### config.mk
export PLATFORM = sky130hd
export DESIGN_NAME = reg_file_mp
export DESIGN_NICKNAME = d
export VERILOG_FILES = /design/src/rtl/reg_file_pkg.sv /design/src/rtl/reg_file_clr_fsm.sv /design/src/rtl/reg_file_mp.sv
export SDC_FILE = /design/constraint.sdc
export NUM_CORES = 2
export LEC_CHECK = 0
export BUFFER_PORTS_ARGS = -buffer_cell sky130_fd_sc_hd__buf_2
export CORE_ASPECT_RATIO = 0.8
export CORE_MARGIN = 2
export CORE_UTILIZATION = 50
export CTS_CLUSTER_DIAMETER = 40
export DETAILED_ROUTE_END_ITERATION = 12
export PLACE_DENSITY = 0.66
export SETUP_SLACK_MARGIN = 0.15
export SLEW_MARGIN = 20
export SYNTH_ARGS = -nofsm -noshare
export SYNTH_HDL_FRONTEND = slang
export SYNTH_SLANG_ARGS = --single-unit
### constraint.sdc
create_clock -name clk -period 43.3 [get_ports clk]
set_clock_uncertainty 0.15 [all_clocks]
set_input_delay 4.33 -clock clk [delete_from_list [all_inputs] [get_ports clk]]
set_output_delay 4.33 -clock clk [all_outputs]
set_load 0.05 [all_outputs]
### src/rtl/reg_file_pkg.sv
// rtl/reg_file_pkg.sv - shared FSM encoding and counter sizing for reg_file_mp
package reg_file_pkg;

  typedef enum logic [0:0] {
    ST_IDLE  = 1'b0,
    ST_CLEAR = 1'b1
  } clr_state_t;

  // One spare bit above the index width so the last-register compare cannot alias on wrap.
  function automatic int cnt_width(input int depth);
    return $clog2(depth) + 1;
  endfunction

endpackage

### src/rtl/reg_file_clr_fsm.sv
// rtl/reg_file_clr_fsm.sv - bulk-clear sequencer: sweeps every implemented register to zero
module reg_file_clr_fsm
  import reg_file_pkg::*;
#(
  parameter int DEPTH  = 32,
  parameter int ADDR_W = 5
) (
  input  logic              clk,
  input  logic              rst,
  input  logic              clr_req,
  output logic              clr_busy,
  output logic              clr_we,
  output logic [ADDR_W-1:0] clr_addr
);

  localparam int              CNT_W = cnt_width(DEPTH);
  localparam logic [CNT_W-1:0] LAST = CNT_W'(DEPTH - 1);

  clr_state_t       state;
  logic [CNT_W-1:0] cnt;

  always_ff @(posedge clk or posedge rst) begin
    if (rst) begin
      state    <= ST_IDLE;
      cnt      <= '0;
      clr_busy <= 1'b0;
    end else begin
      case (state)
        ST_IDLE: begin
          if (clr_req) begin
            state    <= ST_CLEAR;
            cnt      <= '0;
            clr_busy <= 1'b1;
          end
        end
        ST_CLEAR: begin
          // A request arriving mid-sweep is deliberately not looked at here.
          cnt <= cnt + CNT_W'(1);
          if (cnt == LAST) begin
            state    <= ST_IDLE;
            clr_busy <= 1'b0;
          end
        end
        default: begin
          state    <= ST_IDLE;
          clr_busy <= 1'b0;
        end
      endcase
    end
  end

  assign clr_we   = (state == ST_CLEAR);
  assign clr_addr = ADDR_W'(cnt);

endmodule

### src/rtl/reg_file_mp.sv
// rtl/reg_file_mp.sv - 2R/1W register file with bulk clear; REG_FILE_BYPASS_EN adds write-through reads
module reg_file_mp
  import reg_file_pkg::*;
#(
  parameter int DATA_W   = 32,
  parameter int ADDR_W   = 5,
  parameter int DEPTH    = 32,
  parameter int ZERO_REG = 1
) (
  input  logic              clk,
  input  logic              rst,
  input  logic [ADDR_W-1:0] r_addr_a,
  input  logic [ADDR_W-1:0] r_addr_b,
  output logic [DATA_W-1:0] r_data_a,
  output logic [DATA_W-1:0] r_data_b,
  input  logic              write_reg,
  input  logic [ADDR_W-1:0] w_addr,
  input  logic [DATA_W-1:0] w_data,
  input  logic              clr_req,
  output logic              clr_busy,
  output logic              w_drop
);

  localparam int              IDX_W   = $clog2(DEPTH);
  localparam logic [ADDR_W:0] DEPTH_X = (ADDR_W + 1)'(DEPTH);

  logic [DATA_W-1:0] regs [DEPTH];
  logic              clr_we;
  logic [ADDR_W-1:0] clr_addr;
  logic              w_in_range;
  logic              commit;
  logic              drop;

  // Implemented and not the hardwired-zero register.
  function automatic logic is_live(input logic [ADDR_W-1:0] a);
    return ({1'b0, a} < DEPTH_X) && !((ZERO_REG != 0) && (a == '0));
  endfunction

  reg_file_clr_fsm #(.DEPTH(DEPTH), .ADDR_W(ADDR_W)) u_clr_fsm (
    .clk      (clk),
    .rst      (rst),
    .clr_req  (clr_req),
    .clr_busy (clr_busy),
    .clr_we   (clr_we),
    .clr_addr (clr_addr)
  );

  assign w_in_range = ({1'b0, w_addr} < DEPTH_X);
  assign commit     = write_reg && !clr_we && is_live(w_addr);
  assign drop       = write_reg && (clr_we || !w_in_range);

  always_ff @(posedge clk or posedge rst) begin
    if (rst) begin
      for (int i = 0; i < DEPTH; i++) regs[i] <= '0;
    end else if (clr_we) begin
      regs[IDX_W'(clr_addr)] <= '0;
    end else if (commit) begin
      regs[IDX_W'(w_addr)] <= w_data;
    end
  end

  always_ff @(posedge clk or posedge rst) begin
    if (rst) w_drop <= 1'b0;
    else     w_drop <= drop;
  end

  always_comb begin
    r_data_a = is_live(r_addr_a) ? regs[IDX_W'(r_addr_a)] : '0;
    r_data_b = is_live(r_addr_b) ? regs[IDX_W'(r_addr_b)] : '0;
`ifdef REG_FILE_BYPASS_EN
    if (commit && (r_addr_a == w_addr)) r_data_a = w_data;
    if (commit && (r_addr_b == w_addr)) r_data_b = w_data;
`endif
  end

endmodule

==> qor.yml <==
layout:
  post_route_cells_drive_above_1_share_pct: 28.0
  instances_no_fill: 5197
  mostFrequentLayoutCells: "1033 x dfrtp_1, 993 x a22o_1, 448 x mux4_2, 143 x clkbuf_16, 128 x mux2i_1"
  final_area_mm2: 0.0596
  area_delta_synth_final_pct: 12.3
  final_util_pct: 56.8
  fin_nets: 3731
  final_common_cell: "dfrtp_1"
setup_path:
  cp_max_fo: 35
  path_cells: "buf_6, clkinv_2, buf_4, nor2_1, a22oi_1, a311oi_1, buf_2"
  r2r_slack_ns: 39.79
  startpoint: "r_addr_b[0]"
  cp-start-kind: "primary input"
  max_stage_delay_ns: 0.99
  cp_slowest_cell: "a311oi_1"
  worstReg2RegStart: "u_clr_fsm.clr_we$_DFF_PP0_"
  critical_path_class: "primary input to primary output"
  crit_arrival_ns: 8.78
  end_kind: "primary output"
  required_ns: 38.82
route:
  wl_um: 191000
  drt_iter0_drc: 6036
  vias: 40445
  wire_per_inst_um: 36.7
  drt_pass1_iterations: 8
  viasPerCell: 7.78
  drc_errors: 0
  ant_nets: 0
status:
  outcome: "complete, no violations"
grt:
  grt.met3_usage_pct: 12.6
  grt_max_degree: 181
  overflow: 0
  antenna_found_initial: 10
  grt_pass1_vias: 40054
  grt_util_all_layers_pct: 35.3
  busiest_layer: "met2"
  grtUsageMet1_pct: 48.8
  met2_usage_pct: 49.1
  grt_pass1_wl_um: 281000
clock_tree:
  cts_tree: "built"
  clock_path_buffers: 3
  post_cts_buffers: 0
  ctsResizeCount: 0
  htree_num_levels: 4
  cts_made_buffers: 133
  clk_latency_ns: 0.76
  ctsRootBufferMaster: "clkbuf_16"
  numClockSinks: 1033
  path_clk_slew_ns: 0.05
  holdBufCountCts: 0
logic_synthesis:
  synthMuxAreaShare_pct: 22.8
  yosys_warnings: 0
  synth_simple_gate_area_share_pct: 2.53
  seq_area_frac_synth_pct: 48.7
  synth_top_family_by_area: "multiplexers"
  synth_xor_area_share_pct: 0.0660
  syn_inst: 3807
  synth-edff-count: 0
  ys_types: 46
  synth_seq_cells: 1033
  synth_nets: 3862
  synth_compound_gate_area_share_pct: 21.8
  synth_adder_area_share_pct: 0.0943
  ys_async_sr_fraction_pct: 100
  postSynthAreaPerCell_um2: 13.9
  syn_area_mm2: 0.0531
  synth_ff_type: "dfrtp_1"
sta:
  post-route-period-util_pct: 30.6
  fin_ws_ns: 30.04
  rsz0062_at_grt: "false"
  setup_viol: 0
  fin_tns_setup_ns: 0
  slew_viol_final: 0
  fin_hold_ws_ns: 0.358
  slew_headroom_pct: 16.9
  min_period_ns: 13.26
  hold_viol_final: 0
  tightest_slew_ns: 1.24
  max_freq_mhz: 75.4
pwr:
  power.density_mw_per_mm2: 46.4
  ir_drop_mv: 0.0372
  power_mw: 2.76
  p_leak_nw: 26.1
floorplan:
  dieArea_mm2: 0.109
  io_pins: 117
  core_area_mm2: 0.105
  rows: 106
  initial_utilization_pct: 50.6
  die-width_um: 368
  die-height_um: 295
placement:
  port_buffers: 116
  gp_congestion: 0.964
  dp.cells: 4945
  detailed_place_hpwl_um: 110000
  post_dp_cell_area_mm2: 0.0548
  place_ws_ns: 30.35
worst_hold_path:
  min_path_type: "register to register"
  hold_start: "regs[1011]$_DFFE_PP0P_"
flow_run:
  drv_cap: 0
-- logic make-up (layout without fill, tap and decap cells) --
group                      Yosys count  in the layout
AOI/OAI and AO/OA                 1397           1397
xor gates and xnor gates             4              4
adders and majority gates            4              4
buffers and inverters              506            481
DFF                               1033           1033
muxes                              641            641
other                                0             11
and+or+nand+nor                    222            222
-- registers in the layout, summed over array words and instances, names as in the netlist --
| name | cells |
|---|---|
| regs | 1024 |
| w_drop | 1 |
| u_clr_fsm.clr_we | 1 |
| u_clr_fsm.cnt | 6 |
| u_clr_fsm.clr_busy | 1 |
-- synth_stat cells, types with 5 or more instances --
master     count  area, um2
mux2_2        65        732
nand2_1       41        154
o21ai_0      106        531
o2111ai_1     17        149
buf_2        129        646
dfrtp_1     1033      25800
nor3_4         8        130
a21oi_1       25        125
nor2_1        24       90.1
nand2b_1       5       31.3
mux2i_1      128       1280
clkbuf_1     340       1280
a21oi_2        7       61.3
a211oi_1      64        480
nor2b_1       68        425
o21ai_1        8       40.0
a22oi_1       64        480
nor2_2         9       56.3
buf_4         23        173
a311oi_1      64        561
and2_1        39        244
mux4_2       448      10100
buf_1          7       26.3
a221oi_1      47        412
inv_1          5       18.8
a22o_1       993       8700
-- per-layer routing --
| metal | part of all wire (%) | up-vias |
|---|---|---|
| met5 | 0.042 | - |
| met4 | 5.2 | 12 |
| met3 | 13 | 586 |
| met2 | 43 | 3250 |
| met1 | 38 | 21309 |
| li1 | - | 15288 |
-- area by class of cell --
| cell class | instances | area (um2) |
|---|---|---|
| Timing Repair Buffer | 235 | 1570 |
| Tap cell | 1404 | 1760 |
| Clock inverter | 71 | 907 |
| Inverter | 5 | 28.8 |
| Multi-Input combinational cell | 2268 | 25700 |
| Fill cell | 8291 | 45300 |
| Clock buffer | 170 | 3800 |
| Antenna cell | 11 | 27.5 |
| Sequential cell | 1033 | 25800 |
-- path summary, 6_finish.rpt --
path	endpoint	cells past startpoint
setup / recovery	r_data_b[14]	7
hold / removal	regs[1011]$_DFFE_PP0P_	1
setup reg to reg	regs[610]$_DFFE_PP0P_	6
hold reg to reg	regs[1011]$_DFFE_PP0P_	1
max in group asynchronous	regs[360]$_DFFE_PP0P_	6
min in group asynchronous	regs[539]$_DFFE_PP0P_	2
-- worst max-delay path: cells and delay by family --
| kind | cells | cell delay [ns] |
|---|---|---|
| AO/OA/AOI/OAI | 2 | 1.14 |
| buffers and inverters | 4 | 2.31 |
| AND/OR/NAND/NOR | 1 | 0.84 |
-- power by group --
| group | switching [mW] | leakage, nW | internal, mW | total (mW) |
|---|---|---|---|---|
| combinational | 0.295 | 9.46 | 0.172 | 0.466 |
| sequential | 0.0719 | 14.4 | 1.04 | 1.12 |
| clock | 0.456 | 2.25 | 0.726 | 1.18 |
Power figures use the tool's default switching activity.
